==> src/rtl/pwm_pkg.sv <==
// Shared register map and channel configuration record for the multi-channel
// Avalon PWM peripheral.
package pwm_pkg;

    localparam int REG_PRESCALE = 0;
    localparam int REG_ENABLE   = 1;
    localparam int REG_POLARITY = 2;
    localparam int REG_STATUS   = 3;
    localparam int REG_CH_BASE  = 4;
    localparam int CH_STRIDE    = 2;

    // Config fields are bus-wide; bits above the counter width are always stored as 0.
    localparam int CFG_W = 32;

    typedef struct packed {
        logic [CFG_W-1:0] period;
        logic [CFG_W-1:0] duty;
    } ch_cfg_t;

    // Keep only the low w bits of a bus word.
    function automatic logic [CFG_W-1:0] low_bits(input logic [CFG_W-1:0] d, input int w);
        logic [CFG_W-1:0] m;
        m = {CFG_W{1'b0}};
        for (int i = 0; i < CFG_W; i++) begin
            m[i] = (i < w);
        end
        return d & m;
    endfunction

endpackage

==> src/rtl/pwm_channel.sv <==
// One PWM channel: period counter, double-buffered period/duty shadows,
// compare and registered output with polarity.
module pwm_channel
    import pwm_pkg::*;
#(
    parameter int CNT_W = 16
) (
    input  logic             clk,
    input  logic             reset,
    input  logic             tick,
    input  logic             en,
    input  logic             pol,
    input  logic [CNT_W-1:0] period,
    input  logic [CNT_W-1:0] duty,
    output logic             pwm,
    output logic             wrap
);

    logic [CNT_W-1:0] r_cnt;
    logic [CNT_W-1:0] r_per_sh;
    logic [CNT_W-1:0] r_duty_sh;
    logic             r_pwm;

    logic w_zero_per;
    logic w_last;
    logic w_act;

    // Compare and wrap detection against the shadow values.
    always_comb begin
        w_zero_per = (r_per_sh == {CNT_W{1'b0}});
        w_last     = !w_zero_per && (r_cnt == (r_per_sh - CNT_W'(1)));
        w_act      = en && !w_zero_per && (r_cnt < r_duty_sh);
        wrap       = en && tick && w_last;
    end

    // Counter and shadows: shadows follow the registers while disabled,
    // and reload only at a period boundary while running.
    always_ff @(posedge clk or posedge reset) begin
        if (reset) begin
            r_cnt     <= {CNT_W{1'b0}};
            r_per_sh  <= {CNT_W{1'b0}};
            r_duty_sh <= {CNT_W{1'b0}};
        end else if (!en) begin
            r_cnt     <= {CNT_W{1'b0}};
            r_per_sh  <= period;
            r_duty_sh <= duty;
        end else if (tick) begin
            if (w_zero_per || w_last) begin
                r_cnt     <= {CNT_W{1'b0}};
                r_per_sh  <= period;
                r_duty_sh <= duty;
            end else begin
                r_cnt <= r_cnt + CNT_W'(1);
            end
        end
    end

    // Output flop; an inactive channel sits at its polarity level.
    always_ff @(posedge clk or posedge reset) begin
        if (reset) begin
            r_pwm <= 1'b0;
        end else begin
            r_pwm <= w_act ^ pol;
        end
    end

    assign pwm = r_pwm;

endmodule

==> src/rtl/avalon_pwm_multi.sv <==
// Avalon-MM slave driving N_CH PWM channels from one shared prescaler:
// address decode, register file, prescaler, sticky STATUS and registered read mux.
module avalon_pwm_multi
    import pwm_pkg::*;
#(
    parameter  int N_CH   = 4,
    parameter  int CNT_W  = 16,
    parameter  int PRE_W  = 16,
    localparam int ADDR_W = $clog2(4 + 2 * N_CH)
) (
    input  logic              clk,
    input  logic              reset,
    input  logic              chipselect,
    input  logic              write_n,
    input  logic              read_n,
    input  logic [ADDR_W-1:0] address,
    input  logic [31:0]       writedata,
    output logic [31:0]       readdata,
    output logic [N_CH-1:0]   pwm_out
);

    localparam int N_REGS = REG_CH_BASE + CH_STRIDE * N_CH;

    logic [PRE_W-1:0] r_prescale;
    logic [PRE_W-1:0] r_pre_cnt;
    logic [N_CH-1:0]  r_enable;
    logic [N_CH-1:0]  r_polarity;
    logic [N_CH-1:0]  r_status;
    ch_cfg_t          r_cfg [N_CH];
    logic [31:0]      r_readdata;

    logic              w_wr;
    logic              w_rd;
    logic              w_pre_wr;
    logic              w_tick;
    logic              w_ch_hit;
    logic              w_is_duty;
    logic [ADDR_W-1:0] w_ch_off;
    logic [ADDR_W-2:0] w_ch_idx;
    logic [N_CH-1:0]   w_clr;
    logic [N_CH-1:0]   w_wrap;
    logic [N_CH-1:0]   w_pwm;
    logic [N_CH-1:0]   w_ch_sel;
    logic [31:0]       w_ch_rdata;
    logic [31:0]       w_rdata;

    // Bus decode; channel registers come in period/duty pairs above the base.
    always_comb begin
        w_wr      = chipselect && !write_n;
        w_rd      = chipselect && !read_n;
        w_ch_off  = address - ADDR_W'(REG_CH_BASE);
        w_ch_idx  = w_ch_off[ADDR_W-1:1];
        w_is_duty = w_ch_off[0];
        w_ch_hit  = (int'(address) >= REG_CH_BASE) && (int'(address) < N_REGS);
        w_pre_wr  = w_wr && (address == ADDR_W'(REG_PRESCALE));
        w_tick    = (r_pre_cnt == r_prescale);
        w_clr     = (w_wr && (address == ADDR_W'(REG_STATUS))) ? writedata[N_CH-1:0]
                                                               : {N_CH{1'b0}};
        for (int k = 0; k < N_CH; k++) begin
            w_ch_sel[k] = w_ch_hit && (w_ch_idx == (ADDR_W-1)'(k));
        end
    end

    // Read mux; unmapped addresses read as zero.
    always_comb begin
        w_ch_rdata = 32'd0;
        for (int k = 0; k < N_CH; k++) begin
            w_ch_rdata = w_ch_rdata | ({32{w_ch_sel[k]}} &
                         (w_is_duty ? r_cfg[k].duty : r_cfg[k].period));
        end
        case (int'(address))
            REG_PRESCALE: w_rdata = 32'(r_prescale);
            REG_ENABLE:   w_rdata = 32'(r_enable);
            REG_POLARITY: w_rdata = 32'(r_polarity);
            REG_STATUS:   w_rdata = 32'(r_status);
            default:      w_rdata = w_ch_hit ? w_ch_rdata : 32'd0;
        endcase
    end

    // Shared prescaler; a PRESCALE write restarts the count.
    always_ff @(posedge clk or posedge reset) begin
        if (reset) begin
            r_prescale <= {PRE_W{1'b0}};
            r_pre_cnt  <= {PRE_W{1'b0}};
        end else if (w_pre_wr) begin
            r_prescale <= writedata[PRE_W-1:0];
            r_pre_cnt  <= {PRE_W{1'b0}};
        end else if (w_tick) begin
            r_pre_cnt  <= {PRE_W{1'b0}};
        end else begin
            r_pre_cnt  <= r_pre_cnt + PRE_W'(1);
        end
    end

    // Control and per-channel configuration registers.
    always_ff @(posedge clk or posedge reset) begin
        if (reset) begin
            r_enable   <= {N_CH{1'b0}};
            r_polarity <= {N_CH{1'b0}};
            for (int k = 0; k < N_CH; k++) begin
                r_cfg[k] <= {(2 * CFG_W){1'b0}};
            end
        end else begin
            if (w_wr && (address == ADDR_W'(REG_ENABLE))) begin
                r_enable <= writedata[N_CH-1:0];
            end
            if (w_wr && (address == ADDR_W'(REG_POLARITY))) begin
                r_polarity <= writedata[N_CH-1:0];
            end
            for (int k = 0; k < N_CH; k++) begin
                if (w_wr && w_ch_sel[k]) begin
                    if (w_is_duty) begin
                        r_cfg[k].duty <= low_bits(writedata, CNT_W);
                    end else begin
                        r_cfg[k].period <= low_bits(writedata, CNT_W);
                    end
                end
            end
        end
    end

    // Sticky period-end flags; a set in the same clock as a clear wins.
    always_ff @(posedge clk or posedge reset) begin
        if (reset) begin
            r_status <= {N_CH{1'b0}};
        end else begin
            r_status <= (r_status & ~w_clr) | w_wrap;
        end
    end

    // Read data register, updated only by a read strobe.
    always_ff @(posedge clk or posedge reset) begin
        if (reset) begin
            r_readdata <= 32'd0;
        end else if (w_rd) begin
            r_readdata <= w_rdata;
        end
    end

    for (genvar k = 0; k < N_CH; k++) begin : g_ch
        pwm_channel #(
            .CNT_W (CNT_W)
        ) u_ch (
            .clk    (clk),
            .reset  (reset),
            .tick   (w_tick),
            .en     (r_enable[k]),
            .pol    (r_polarity[k]),
            .period (r_cfg[k].period[CNT_W-1:0]),
            .duty   (r_cfg[k].duty[CNT_W-1:0]),
            .pwm    (w_pwm[k]),
            .wrap   (w_wrap[k])
        );
    end

    assign pwm_out  = w_pwm;
    assign readdata = r_readdata;

endmodule

==> config.mk <==
export PLATFORM = sky130hd
export DESIGN_NAME = avalon_pwm_multi
export DESIGN_NICKNAME = d
export VERILOG_FILES = /design/src/rtl/pwm_pkg.sv /design/src/rtl/pwm_channel.sv /design/src/rtl/avalon_pwm_multi.sv
export SDC_FILE = /design/constraint.sdc
export NUM_CORES = 1
export LEC_CHECK = 0
export CAP_MARGIN = 10
export CORE_ASPECT_RATIO = 1.1
export CORE_MARGIN = 8
export CORE_UTILIZATION = 45
export CTS_CLUSTER_DIAMETER = 50
export DETAILED_ROUTE_END_ITERATION = 10
export DONT_BUFFER_PORTS = 1
export GPL_TIMING_DRIVEN = 1
export SETUP_SLACK_MARGIN = 0.15
export SYNTH_ARGS = -nofsm -noshare
export SYNTH_HDL_FRONTEND = slang
export SYNTH_SLANG_ARGS = --single-unit
==> constraint.sdc <==
create_clock -name clk -period 16.8 [get_ports clk]
set_input_delay 2.52 -clock clk [delete_from_list [all_inputs] [get_ports clk]]
set_output_delay 2.52 -clock clk [all_outputs]
set_load 0.1 [all_outputs]
-- Yosys cells after proc, flatten, opt, wreduce, memory -nomap -nowiden
Index checks and enable logic that the tools add are counted.
- register bits: 400
- bits in latches: 0
- bits in writable memories: 0
- bits in read-only memories: 0
- input bits: 41
- output and inout port bits: 36
- logic and storage cells: 188
- memories: 0
- $add $sub $neg: 10
- $mul: 0
- divide/modulo/power cells: 0
- order comparisons: 6
- equality and inequality tests: 19
- shift-type cells: 0
- muxes and demuxes: 45
- bitwise operators: 15
- reduce and logical (&&, ||, !) cells: 63
- operator list (cell ; number):
    16-bit 2-to-1 mux ; 42
    32-bit by 16-bit bitwise AND with 32-bit output ; 4
    32-bit one-hot mux with 4 select lines ; 1
    32-bit bitwise OR ; 3
    16-bit by 1-bit adder with 16-bit output, second input constant ; 5
    16-bit equality test ; 5
    16-bit logical NOT ; 4
    16-bit less-than comparator ; 4
    16-bit by 1-bit subtractor with 16-bit output, second input constant ; 4
    1-bit logical AND ; 35
    32-bit 2-to-1 mux ; 1
    2-bit AND reduction ; 12
    2-bit by 1-bit inequality test with 1-bit output, second input constant ; 8
    4-bit by 2-bit equality test with 1-bit output, second input constant ; 2
    3-bit by 2-bit equality test with 1-bit output, second input constant ; 2
    1-bit logical NOT ; 6
    4-bit bitwise AND ; 1
    4-bit by 1-bit equality test with 1-bit output, second input constant ; 1
    4-bit by 3-bit >= comparator with 1-bit output, second input constant ; 1
    4-bit logical NOT ; 1
    1-bit logical OR ; 4
    4-bit less-than comparator, second input constant ; 1
    4-bit 2-to-1 mux ; 1
    4-bit NOT ; 1
    other kinds (6) ; 9

-- Longest topological paths before layout
Gate-level depths: netlist of run 1.
- depth in word-level cells: 9
- depth in mapped cells: 12
- gate-level depth less buffers: 9

-- Hierarchy
From an unflattened synthesis of run 1, not the netlist that was laid out.
- cells, all modules: 1900
- area total of the unflattened synthesis: 21864.7 µm²
- modules (own cells, without submodules) (module ; instances ; cells each ; area each (µm²) ; seq. area each (µm²)):
    avalon_pwm_multi ; 1 ; 678 ; 8877.3 ; 4704.5
    pwm_channel (g_ch[2].u_ch ...) ; 2 ; 306 ; 3279.4 ; 1226.2
    pwm_channel (g_ch[0].u_ch ...) ; 2 ; 305 ; 3214.3 ; 1226.2

-- Worst setup path before layout of run 1
OpenSTA, ideal clock, no wires.
- kind: input to register
- start: input port address[0]
- end: register, netlist name r_cfg[196]
- data arrival time: 4522 ps
- path slack: 12153 ps
- stages on the path: 6
- path through: clkbuf_1 -> buf_1 -> nand2_1 -> nor2_1 -> clkbuf_1 -> mux2_2
- word-level cells in the longest chain between the ends: 5
- elaborated cells between the ends (all ways): 8
- RTL lines (element ; RTL line ; source):
    start, declared ; avalon_pwm_multi.sv:16 ; input logic [ADDR_W-1:0] address,
    4-bit by 3-bit subtractor with 4-bit output (tied with other cells) ; avalon_pwm_multi.sv:51 ; w_ch_off = address - ADDR_W'(REG_CH_BASE);
    3-bit logical NOT or 1-bit logical AND (tied branches) ; avalon_pwm_multi.sv:60, avalon_pwm_multi.sv:54 ;
    1-bit logical AND ; avalon_pwm_multi.sv:60 ; w_ch_sel[k] = w_ch_hit && (w_ch_idx == (ADDR_W-1)'(k));
    1-bit logical AND ; avalon_pwm_multi.sv:111 ; if (w_wr && w_ch_sel[k]) begin
    2-bit AND reduction (no source line) (*) ; -- ;
Mark *: on every way between the ends. The rest lies on a longest branch, timed or not.
A chain may end at the register's enable or synchronous reset.

-- Worst setup path in the final report of run 1
- start: input port address[3]
- end: register r_pre_cnt[4]
- word-level cells in the longest chain between the ends: 3
- RTL lines (element ; RTL line ; source):
    4-bit logical NOT ; avalon_pwm_multi.sv:55 ; w_pre_wr = w_wr && (address == ADDR_W'(REG_PRESCALE));
    1-bit logical AND ; avalon_pwm_multi.sv:55 ;
    16-bit 2-to-1 mux ; avalon_pwm_multi.sv:85 ; end else if (w_pre_wr) begin
    end signal, assigned ; avalon_pwm_multi.sv:84 ; r_pre_cnt <= {PRE_W{1'b0}};
    end signal, assigned ; avalon_pwm_multi.sv:87 ; r_pre_cnt <= {PRE_W{1'b0}};
    end signal, assigned ; avalon_pwm_multi.sv:89 ; r_pre_cnt <= {PRE_W{1'b0}};
    end, declared ; avalon_pwm_multi.sv:25 ; logic [PRE_W-1:0] r_pre_cnt;
No other way between the ends.

==> results of run 1 <==
-- state kept, by name (all words and copies together), names as in the netlist --
signal / flops
g_ch.u_ch.r_cnt: 64
r_status: 4
g_ch.u_ch.r_per_sh: 64
r_cfg: 128
r_polarity: 4
r_pre_cnt: 16
g_ch.u_ch.r_duty_sh: 64
r_enable: 4
r_prescale: 16
readdata: 16
g_ch.u_ch.pwm: 4
-- cell type report --
type | instances | share of cell area, %
multi-input cells | 1308 | 45.7
flip-flops and latches | 384 | 42.7
clock buffers | 57 | 5.37
well taps | 588 | 3.27
inverters | 88 | 1.50
clock inverters | 17 | 1.02
repair buffers | 13 | 0.506
-- critical path: stages --
cell and delay [ns]:
inv_1 0.11, ha_1 0.44, nand2b_1 0.13, nor2_1 0.80
nand2_1 0.79, nand2_1 0.70, nor2_1 0.11
-- kinds of logic (layout without fill, tap and decap cells) --
family / after synthesis / count (layout) / synth area share [%]
buffers and inverters: 185 / 175 / 3.98
and+or+nand+nor: 485 / 485 / 11.9
DFF: 384 / 384 / 46.6
adders and majority gates: 74 / 74 / 4.49
AOI/OAI and AO/OA: 219 / 219 / 6.94
xor gates and xnor gates: 165 / 165 / 7.01
muxes: 349 / 349 / 19.1
other: 1 / 16 / 0.0182
-- how the worst max path moves through the flow --
stage | startpoint | end | slack (ns) | cells past startpoint
global placement | address[3] | r_pre_cnt[11]$_DFF_PP0_ | 11.13 | 7
global route | address[3] | r_pre_cnt[8]$_DFF_PP0_ | 11.35 | 7
finish | address[3] | r_pre_cnt[4]$_DFF_PP0_ | 11.65 | 7
detailed placement | address[3] | r_pre_cnt[6]$_DFF_PP0_ | 11.11 | 7
floorplan | reset | g_ch[0].u_ch.pwm$_DFF_PP0_ | 3.61 | 1
CTS | address[3] | r_pre_cnt[4]$_DFF_PP0_ | 11.68 | 7
-- routing by layer --
| metal | wire (um) | global-route usage (%) |
|---|---|---|
| met1 | 23700 | 27.2 |
| met2 | 24300 | 32.2 |
| met3 | 2600 | 4.16 |
| met4 | 2380 | 8.84 |
| met5 | 0 | 0 |
-- placed cells by master (no fill, tap or decap), types with 11 or more instances in the layout --
| cell | instances |
|---|---|
| nand2_1 | 80 |
| or3_1 | 15 |
| nand4_1 | 37 |
| xnor2_1 | 103 |
| nand3_1 | 26 |
| buf_4 | 11 |
| a31oi_1 | 14 |
| dfrtp_1 | 384 |
| a21oi_1 | 34 |
| nor2b_1 | 13 |
| conb_1 | 16 |
| mux2_2 | 269 |
| clkbuf_16 | 43 |
| nor4_1 | 23 |
| a21o_1 | 18 |
| nor2_1 | 161 |
| nor3_1 | 34 |
| and3_1 | 26 |
| inv_1 | 87 |
| o21ai_0 | 51 |
| mux2i_1 | 66 |
| ha_1 | 74 |
| o22ai_1 | 33 |
| xor2_1 | 62 |
| a211oi_1 | 11 |
-- power by group --
part	switching, uW	internal (uW)	total (uW)
clock network	393	582	975
logic	532	500	1030
registers	311	1160	1470
-- metrics by stage --
step           cell area [um^2]  power (uW)
2_1_floorplan             20700        2250
3_5_place_dp              21100        2510
5_1_grt                   22500        3680
4_1_cts                   22500        3500
6_report                  22500        3470
3_3_place_gp              21100        2470
==> impl_metrics.env, run 1 <==
export IMPL_status="completed"
export IMPL_cts_resized=0
export IMPL_syn_instance_count=1862
export IMPL_regToRegSetupSlack_ns=12.70
export IMPL_fillerInstances=4070
export IMPL_clock_root_buffer="clkbuf_16"
export IMPL_core_mm2=0.0455
export IMPL_rsz0062_at_grt="no"
export IMPL_synth_area_leaders="dfrtp_1 47%, mux2_2 15%, ha_1 4.5%"
export IMPL_cts_htree_levels=2
export IMPL_drt_iter0_drc=998
export IMPL_synth_avg_cell_area_um2=11.1
export IMPL_setup_violations=0
export IMPL_p_per_area_mw_per_mm2=154
export IMPL_grt_usage_pct=20.5
export IMPL_clk_latency_ns=0.58
export IMPL_worst_slack_ns=11.65
export IMPL_reg2reg_to="g_ch[0].u_ch.r_per_sh[9]$_DFFE_PP0P_"
export IMPL_finalWirelength_um=53000
export IMPL_min_delay_path_depth=1
export IMPL_fin_cells=2455
export IMPL_required_ns=17.24
export IMPL_postLayoutCoreUtil_pct=49.5
export IMPL_start_util_pct=45.4
export IMPL_numCtsBuffers=43
export IMPL_ff_latch_area_mm2=0.00961
export IMPL_place_gp_congestion=0.891
export IMPL_min_period_ns=5.15
export IMPL_hold_end="g_ch[0].u_ch.r_duty_sh[6]$_DFFE_PP0P_"
export IMPL_via_count=13941
export IMPL_wl_per_cell_um=21.6
export IMPL_synth_async_reset_ratio_pct=100
export IMPL_antenna_left=0
export IMPL_n_antenna_cell=0
export IMPL_timing_final_hold_violations=0
export IMPL_static_leakage_power_uw=0.0102
export IMPL_die_h_um=240
export IMPL_rows=82
export IMPL_areaGrowthSynthToFinish_pct=9.20
export IMPL_dieArea_mm2=0.0529
export IMPL_synth_ff_type="dfrtp_1"
export IMPL_dp_hpwl_um=37500
export IMPL_post_cts_buffers=0
export IMPL_ys_seq_area_share_pct=46.6
export IMPL_cts_tree="yes"
export IMPL_start_kind="input port"
export IMPL_reg2reg_depth=10
export IMPL_yosysTopAreaCellShare_pct=46.6
export IMPL_synth_most_common_cell="dfrtp_1"
export IMPL_grt_overflow=0
export IMPL_fmax_mhz=194
export IMPL_synth_top_area_cell="dfrtp_1"
export IMPL_post_route_period_util_pct=30.7
export IMPL_pre_cts_ws_ns=11.11
export IMPL_path_max_fanout=18
export IMPL_vdd_drop_max_v=0.0000665
export IMPL_crit_type="input port to register"
export IMPL_cp_end_kind="register"
export IMPL_cts_sinks=384
export IMPL_hp_start="g_ch[0].u_ch.r_duty_sh[6]$_DFFE_PP0P_"
export IMPL_clkTransAtPathRegs_ns=0.06
export IMPL_max_cap_violations=0
export IMPL_cts_hold_buf=0
export IMPL_min_path_type="register to register"
export IMPL_dr_pass1_iters=5
export IMPL_maxSlewHeadroom_pct=26.5
export IMPL_clk_path_buf_depth=3
export IMPL_die_x_um=220
export IMPL_synth_distinct_cells=68
export IMPL_slew_viol_final=0
export IMPL_ys_top_cells_by_count="384 x dfrtp_1, 269 x mux2_2, 164 x nor2_1"
export IMPL_drive_gt1_share_pct=20.6
export IMPL_antenna_found_initial=0
export IMPL_multi_input_area_mm2=0.0103
export IMPL_holdWs_ns=0.507
export IMPL_reg2reg_from="g_ch[0].u_ch.r_per_sh[1]$_DFFE_PP0P_"
export IMPL_via_per_inst=5.68
export IMPL_fin_setup_tns_ns=0
export IMPL_cp_data_arrival_time_ns=5.59
export IMPL_grt_pass1_wl_um=83800
export IMPL_finalNetCount=1953
export IMPL_num_io_pins=77
export IMPL_tightest_slew_ns=1.10
export IMPL_skew_ns=0.0243
export IMPL_grt_max_degree=177
export IMPL_ys_warn_count=0
export IMPL_io_buffer_count=0
export IMPL_drc_errors=0
export IMPL_synth_edf_count=0
export IMPL_synth_area_mm2=0.0206
export IMPL_placed_cells=2380
export IMPL_synth_seq_cells=384
export IMPL_grt_pass1_vias=14032
No activity file was read; power rests on OpenSTA's default activity.
==> run 2, diff against run 1 <==
==> constraint.sdc (replaced) <==
create_clock -name clk -period 4.7 [get_ports clk]
set_input_delay 0.705 -clock clk [delete_from_list [all_inputs] [get_ports clk]]
set_output_delay 0.705 -clock clk [all_outputs]
set_load 0.1 [all_outputs]
==> impl_metrics.env, run 2 (synthesis gave the netlist of run 1 again) <==
export IMPL_numCtsBuffers=46
export IMPL_required_ns=5.16
export IMPL_rows=82
export IMPL_die_x_um=220
export IMPL_die_h_um=240
export IMPL_placed_cells=2390
export IMPL_fin_area_mm2=0.0228
export IMPL_reg2reg_to="g_ch[0].u_ch.r_duty_sh[9]$_DFFE_PP0P_"
export IMPL_areaGrowthSynthToFinish_pct=10.4
export IMPL_drt_iter0_drc=906
export IMPL_drive_gt1_share_pct=21.3
export IMPL_fin_cells=2475
export IMPL_timing_final_hold_violations=0
export IMPL_fin_setup_tns_ns=0
export IMPL_grt_pass1_vias=14237
export IMPL_path_depth=10
export IMPL_largest_reg_flops=128
export IMPL_hold_end="r_cfg[203]$_DFFE_PP0P_"
export IMPL_grt_pass1_wl_um=84600
export IMPL_slowest_stage="nor3b_1"
export IMPL_dieArea_mm2=0.0529
export IMPL_min_period_ns=3.93
export IMPL_static_leakage_power_uw=0.0103
export IMPL_cts_sinks=384
export IMPL_clk_latency_ns=0.59
export IMPL_status="completed"
export IMPL_max_cap_violations=0
export IMPL_post_route_period_util_pct=83.5
export IMPL_dr_pass1_iters=5
export IMPL_slowest_delay_ns=0.90
export IMPL_finalWirelength_um=53500
export IMPL_reg2reg_from="g_ch[0].u_ch.r_per_sh[0]$_DFFE_PP0P_"
export IMPL_p_per_area_mw_per_mm2=555
export IMPL_num_io_pins=77
export IMPL_io_buffer_count=0
export IMPL_final_cell_mix="384 x dfrtp_1, 269 x mux2_2, 164 x nor2_1"
export IMPL_regToRegSetupSlack_ns=0.77
export IMPL_start_util_pct=45.4
export IMPL_grt_max_degree=104
export IMPL_vdd_drop_max_v=0.000273
export IMPL_setup_violations=0
export IMPL_cts_resized=0
export IMPL_cp_top_family="simple AND/OR/NAND/NOR gates"
export IMPL_antenna_found_initial=0
export IMPL_skew_ns=0.0268
export IMPL_start_kind="register"
export IMPL_hp_start="writedata[11]"
export IMPL_cts_htree_levels=2
export IMPL_slew_viol_final=0
export IMPL_finalNetCount=1967
export IMPL_place_gp_congestion=0.910
export IMPL_fmax_mhz=255
export IMPL_dp_hpwl_um=38200
export IMPL_clock_root_buffer="clkbuf_16"
export IMPL_core_mm2=0.0455
export IMPL_maxSlewHeadroom_pct=25.7
export IMPL_largest_register="r_cfg"
export IMPL_cp_buffers_inverters=2
export IMPL_rsz0062_at_grt="no"
export IMPL_path_max_fanout=32
export IMPL_grt_overflow=0
export IMPL_cp_data_arrival_time_ns=4.39
export IMPL_grt_usage_pct=20.7
export IMPL_via_per_inst=5.63
export IMPL_path_cells="inv_1 -> ha_1 -> nor3b_1 -> nand4_1 -> xnor2_1 -> nor4_1 -> nand4_1 -> a21oi_4 -> buf_12 -> mux2_2"
export IMPL_clk_path_buf_depth=3
export IMPL_clkTransAtPathRegs_ns=0.06
export IMPL_via_count=13943
export IMPL_min_path_type="input port to register"
export IMPL_placed_area_mm2=0.0212
export IMPL_antenna_left=0
export IMPL_drc_errors=0
export IMPL_crit_type="register to register"
export IMPL_cts_tree="yes"
export IMPL_n_antenna_cell=0
export IMPL_cp_end_kind="register"
export IMPL_min_delay_path_depth=1
export IMPL_tightest_slew_ns=1.11
export IMPL_reg2reg_depth=10
export IMPL_fillerInstances=4035
export IMPL_final_common_cell="dfrtp_1"
export IMPL_cpMostUsedCell="nand4_1"
export IMPL_wl_per_cell_um=21.6
[run 2: cell count changes in the layout (fill, tap and decap cells not counted), sizes merged]
| cell | before | now |
|---|---|---|
| dlygate4sd3 | 0 | 1 |
| clkbuf | 57 | 59 |
| buf | 13 | 23 |
| clkinvlp | 3 | 4 |
| clkinv | 6 | 12 |
[run 2: area by class of cell]
class,instances,area (um^2),share of cell area (%)
Multi-Input combinational cell,1308,10300,45.1
Sequential cell,384,9610,42.2
Clock buffer,59,1280,5.63
Tap cell,588,736,3.23
Inverter,88,334,1.47
Clock inverter,24,289,1.27
Timing Repair Buffer,24,236,1.04
[run 2: how the worst max path moves through the flow]
stage	slack [ns]	from	endpoint
2_1_floorplan	-1.17	reset	g_ch[0].u_ch.pwm$_DFF_PP0_
3_3_place_gp	0.91	g_ch[0].u_ch.r_per_sh[0]$_DFFE_PP0P_	g_ch[0].u_ch.r_duty_sh[13]$_DFFE_PP0P_
3_5_place_dp	0.82	g_ch[0].u_ch.r_per_sh[0]$_DFFE_PP0P_	g_ch[0].u_ch.r_per_sh[9]$_DFFE_PP0P_
4_1_cts	0.80	g_ch[0].u_ch.r_per_sh[0]$_DFFE_PP0P_	g_ch[0].u_ch.r_duty_sh[9]$_DFFE_PP0P_
5_1_grt	0.45	g_ch[0].u_ch.r_per_sh[0]$_DFFE_PP0P_	g_ch[0].u_ch.r_duty_sh[9]$_DFFE_PP0P_
6_report	0.77	g_ch[0].u_ch.r_per_sh[0]$_DFFE_PP0P_	g_ch[0].u_ch.r_duty_sh[9]$_DFFE_PP0P_
[run 2: metrics by stage]
stage / util (%) / hold slack [ns] / setup WS [ns] / power (uW)
2_1_floorplan: - / 0.442 / -1.17 / 8040
3_5_place_dp: 46.6 / 0.497 / 0.822 / 8980
5_1_grt: 50.1 / 0.241 / 0.449 / 13400
4_1_cts: 50.0 / 0.239 / 0.799 / 12700
6_report: 50.1 / 0.264 / 0.773 / 12600
3_3_place_gp: 46.6 / 0.488 / 0.913 / 8860
[run 2: timing repair]
item                                   in CTS  in global routing
hold buffers                                1                  0
setup buffers                               0                  0
endpoints found under the hold margin       6                  0
[run 2: routing by layer]
layer  up-vias  routed length (um)  global-route usage, %
li1       6564                   -                      -
met1      7035               24200                   27.5
met2       244               24900                   33.1
met3       100                2090                   3.49
met4         0                2300                   8.84
met5         -                   0                      0
[run 2: report_power, final]
group / total, uW / switching, uW / internal, uW
clock: 3680 / 1470 / 2210
combinational: 3720 / 1910 / 1800
sequential: 5230 / 1100 / 4130
total: 12600 / 4480 / 8150
==> run 3, diff against run 2 <==
==> constraint.sdc (replaced) <==
create_clock -name clk -period 3.3 [get_ports clk]
set_input_delay 0.495 -clock clk [delete_from_list [all_inputs] [get_ports clk]]
set_output_delay 0.495 -clock clk [all_outputs]
set_load 0.1 [all_outputs]
==> impl_metrics.env, run 3 (synthesis gave the netlist of run 1 again) <==
export IMPL_p_per_area_mw_per_mm2=795
export IMPL_total_power_uw=18600
export IMPL_grt_pass1_vias=14389
export IMPL_maxSlewHeadroom_pct=31.7
export IMPL_finalWirelength_um=54300
export IMPL_dr_pass1_iters=5
export IMPL_areaGrowthSynthToFinish_pct=13.8
export IMPL_slew_viol_final=0
export IMPL_start_util_pct=45.4
export IMPL_numCtsBuffers=45
export IMPL_clkTransAtPathRegs_ns=0.06
export IMPL_finalNetCount=2027
export IMPL_cp_end_kind="register"
export IMPL_cts_htree_levels=2
export IMPL_drt_iter0_drc=1025
export IMPL_antenna_found_initial=1
export IMPL_postLayoutCoreUtil_pct=51.6
export IMPL_static_leakage_power_uw=0.0107
export IMPL_timing_final_hold_violations=0
export IMPL_via_count=14266
export IMPL_largest_register="r_cfg"
export IMPL_clk_path_buf_depth=3
export IMPL_grt_overflow=0
export IMPL_cp_data_arrival_time_ns=3.50
export IMPL_final_cell_mix="379 x dfrtp_1, 269 x mux2_2, 164 x nor2_1"
export IMPL_dieArea_mm2=0.0529
export IMPL_tightest_slew_ns=1.02
export IMPL_vdd_drop_max_v=0.000405
export IMPL_cts_tree="yes"
export IMPL_core_mm2=0.0455
export IMPL_n_antenna_cell=0
export IMPL_via_per_inst=5.63
export IMPL_start_kind="register"
export IMPL_num_io_pins=77
export IMPL_path_max_fanout=5
export IMPL_die_h_um=240
export IMPL_worst_slack_ns=0.265
export IMPL_grt_pass1_wl_um=85100
export IMPL_crit_type="register to register"
export IMPL_min_period_ns=3.04
export IMPL_skew_ns=0.0219
export IMPL_clock_root_buffer="clkbuf_16"
export IMPL_required_ns=3.76
export IMPL_wl_per_cell_um=21.4
export IMPL_fin_setup_tns_ns=0
export IMPL_grt_max_degree=141
export IMPL_setup_violations=0
export IMPL_rows=82
export IMPL_largest_reg_flops=128
export IMPL_place_gp_congestion=0.933
export IMPL_post_route_period_util_pct=92.0
export IMPL_min_path_type="input port to register"
export IMPL_antenna_left=0
export IMPL_max_cap_violations=0
export IMPL_die_x_um=220
export IMPL_status="completed"
export IMPL_grt_usage_pct=20.8
export IMPL_routed_wl_met2_um=25500
export IMPL_drc_errors=0
export IMPL_met1_length_um=24400
export IMPL_top_layer="met4"
export IMPL_io_buffer_count=0
export IMPL_pre_cts_ws_ns=0.118
export IMPL_final_common_cell="dfrtp_1"
export IMPL_route_met3_wl_um=2040
export IMPL_rsz0062_at_grt="yes"
export IMPL_clk_latency_ns=0.58
export IMPL_drive_gt1_share_pct=25.1
export IMPL_cts_sinks=384
export IMPL_fmax_mhz=329
export IMPL_dp_hpwl_um=38500
==> run 3: changes by cell type in the layout (fill, tap and decap cells not counted), sizes merged <==
| cell | delta |
|---|---|
| clkbuf | +9 |
| buf | +58 |
| clkinv | -5 |
| bufinv | -1 |
==> run 3: layer usage <==
layer | global-route usage [%] | up-vias
li1 | - | 6696
met1 | 27.8 | 7194
met2 | 33.6 | 278
met3 | 3.13 | 98
met4 | 8.84 | 0
met5 | 0 | -
==> run 3: layout make-up <==
cell class / instances / area, um^2
clock inverters: 18 / 233
fillers: 4036 / 22000
multi-input cells: 1308 / 10400
clock buffers: 65 / 1330
inverters: 88 / 334
repair buffers: 85 / 808
flip-flops and latches: 384 / 9620
well taps: 588 / 736
==> run 3: report_power, final <==
part | internal [uW] | total [uW] | switching [uW]
registers | 5890 | 7350 | 1460
clock network | 3140 | 5180 | 2040
logic | 3070 | 6110 | 3040
total | 12100 | 18600 | 6540
==> run 3: final timing paths <==
kind	to	slack, ns	depth (start not counted)	startpoint
worst min-delay path	r_enable[0]$_DFFE_PP0P_	0.05	2	writedata[0]
max in group asynchronous	g_ch[0].u_ch.r_per_sh[0]$_DFFE_PP0P_	1.80	3	reset
worst min register to register	r_status[1]$_DFF_PP0_	0.49	2	r_status[1]$_DFF_PP0_
worst max register to register	g_ch[2].u_ch.r_per_sh[0]$_DFFE_PP0P_	0.26	8	g_ch[2].u_ch.r_per_sh[9]$_DFFE_PP0P_
min in group asynchronous	g_ch[3].u_ch.r_per_sh[7]$_DFFE_PP0P_	0.39	2	reset
worst max-delay path	g_ch[2].u_ch.r_per_sh[0]$_DFFE_PP0P_	0.26	8	g_ch[2].u_ch.r_per_sh[9]$_DFFE_PP0P_
==> run 3: worst max-delay path, cell delays in order (launching register included) <==
cell and delay (ns):
dfrtp_1 0.38, or4_4 0.57, or4_4 0.51, buf_4 0.15, o31a_1 0.32, nor2_1 0.27
a31o_4 0.22, clkbuf_16 0.18, mux2_2 0.33
==> run 3: per-stage QoR <==
| step | std cells | cell area [um^2] | hold slack [ns] |
|---|---|---|---|
| floorplan | 1877 | 20700 | 0.442 |
| global placement | 2440 | 21600 | 0.367 |
| detailed placement | 2440 | 21600 | 0.369 |
| CTS | 2529 | 23200 | 0.0252 |
| global route | 2536 | 23500 | 0.0422 |
| finish | 2536 | 23500 | 0.0546 |
==> run 3: timing repair <==
item | 4_1_cts | 5_1_grt
hold buffers | 1 | 0
buffers inserted | 4 | 4
endpoints found under the hold margin | 6 | 0
cloned | 1 | 3
endpoints found under the setup margin | 28 | 125
pin swaps | 0 | 10
gates resized for setup | 9 | 30
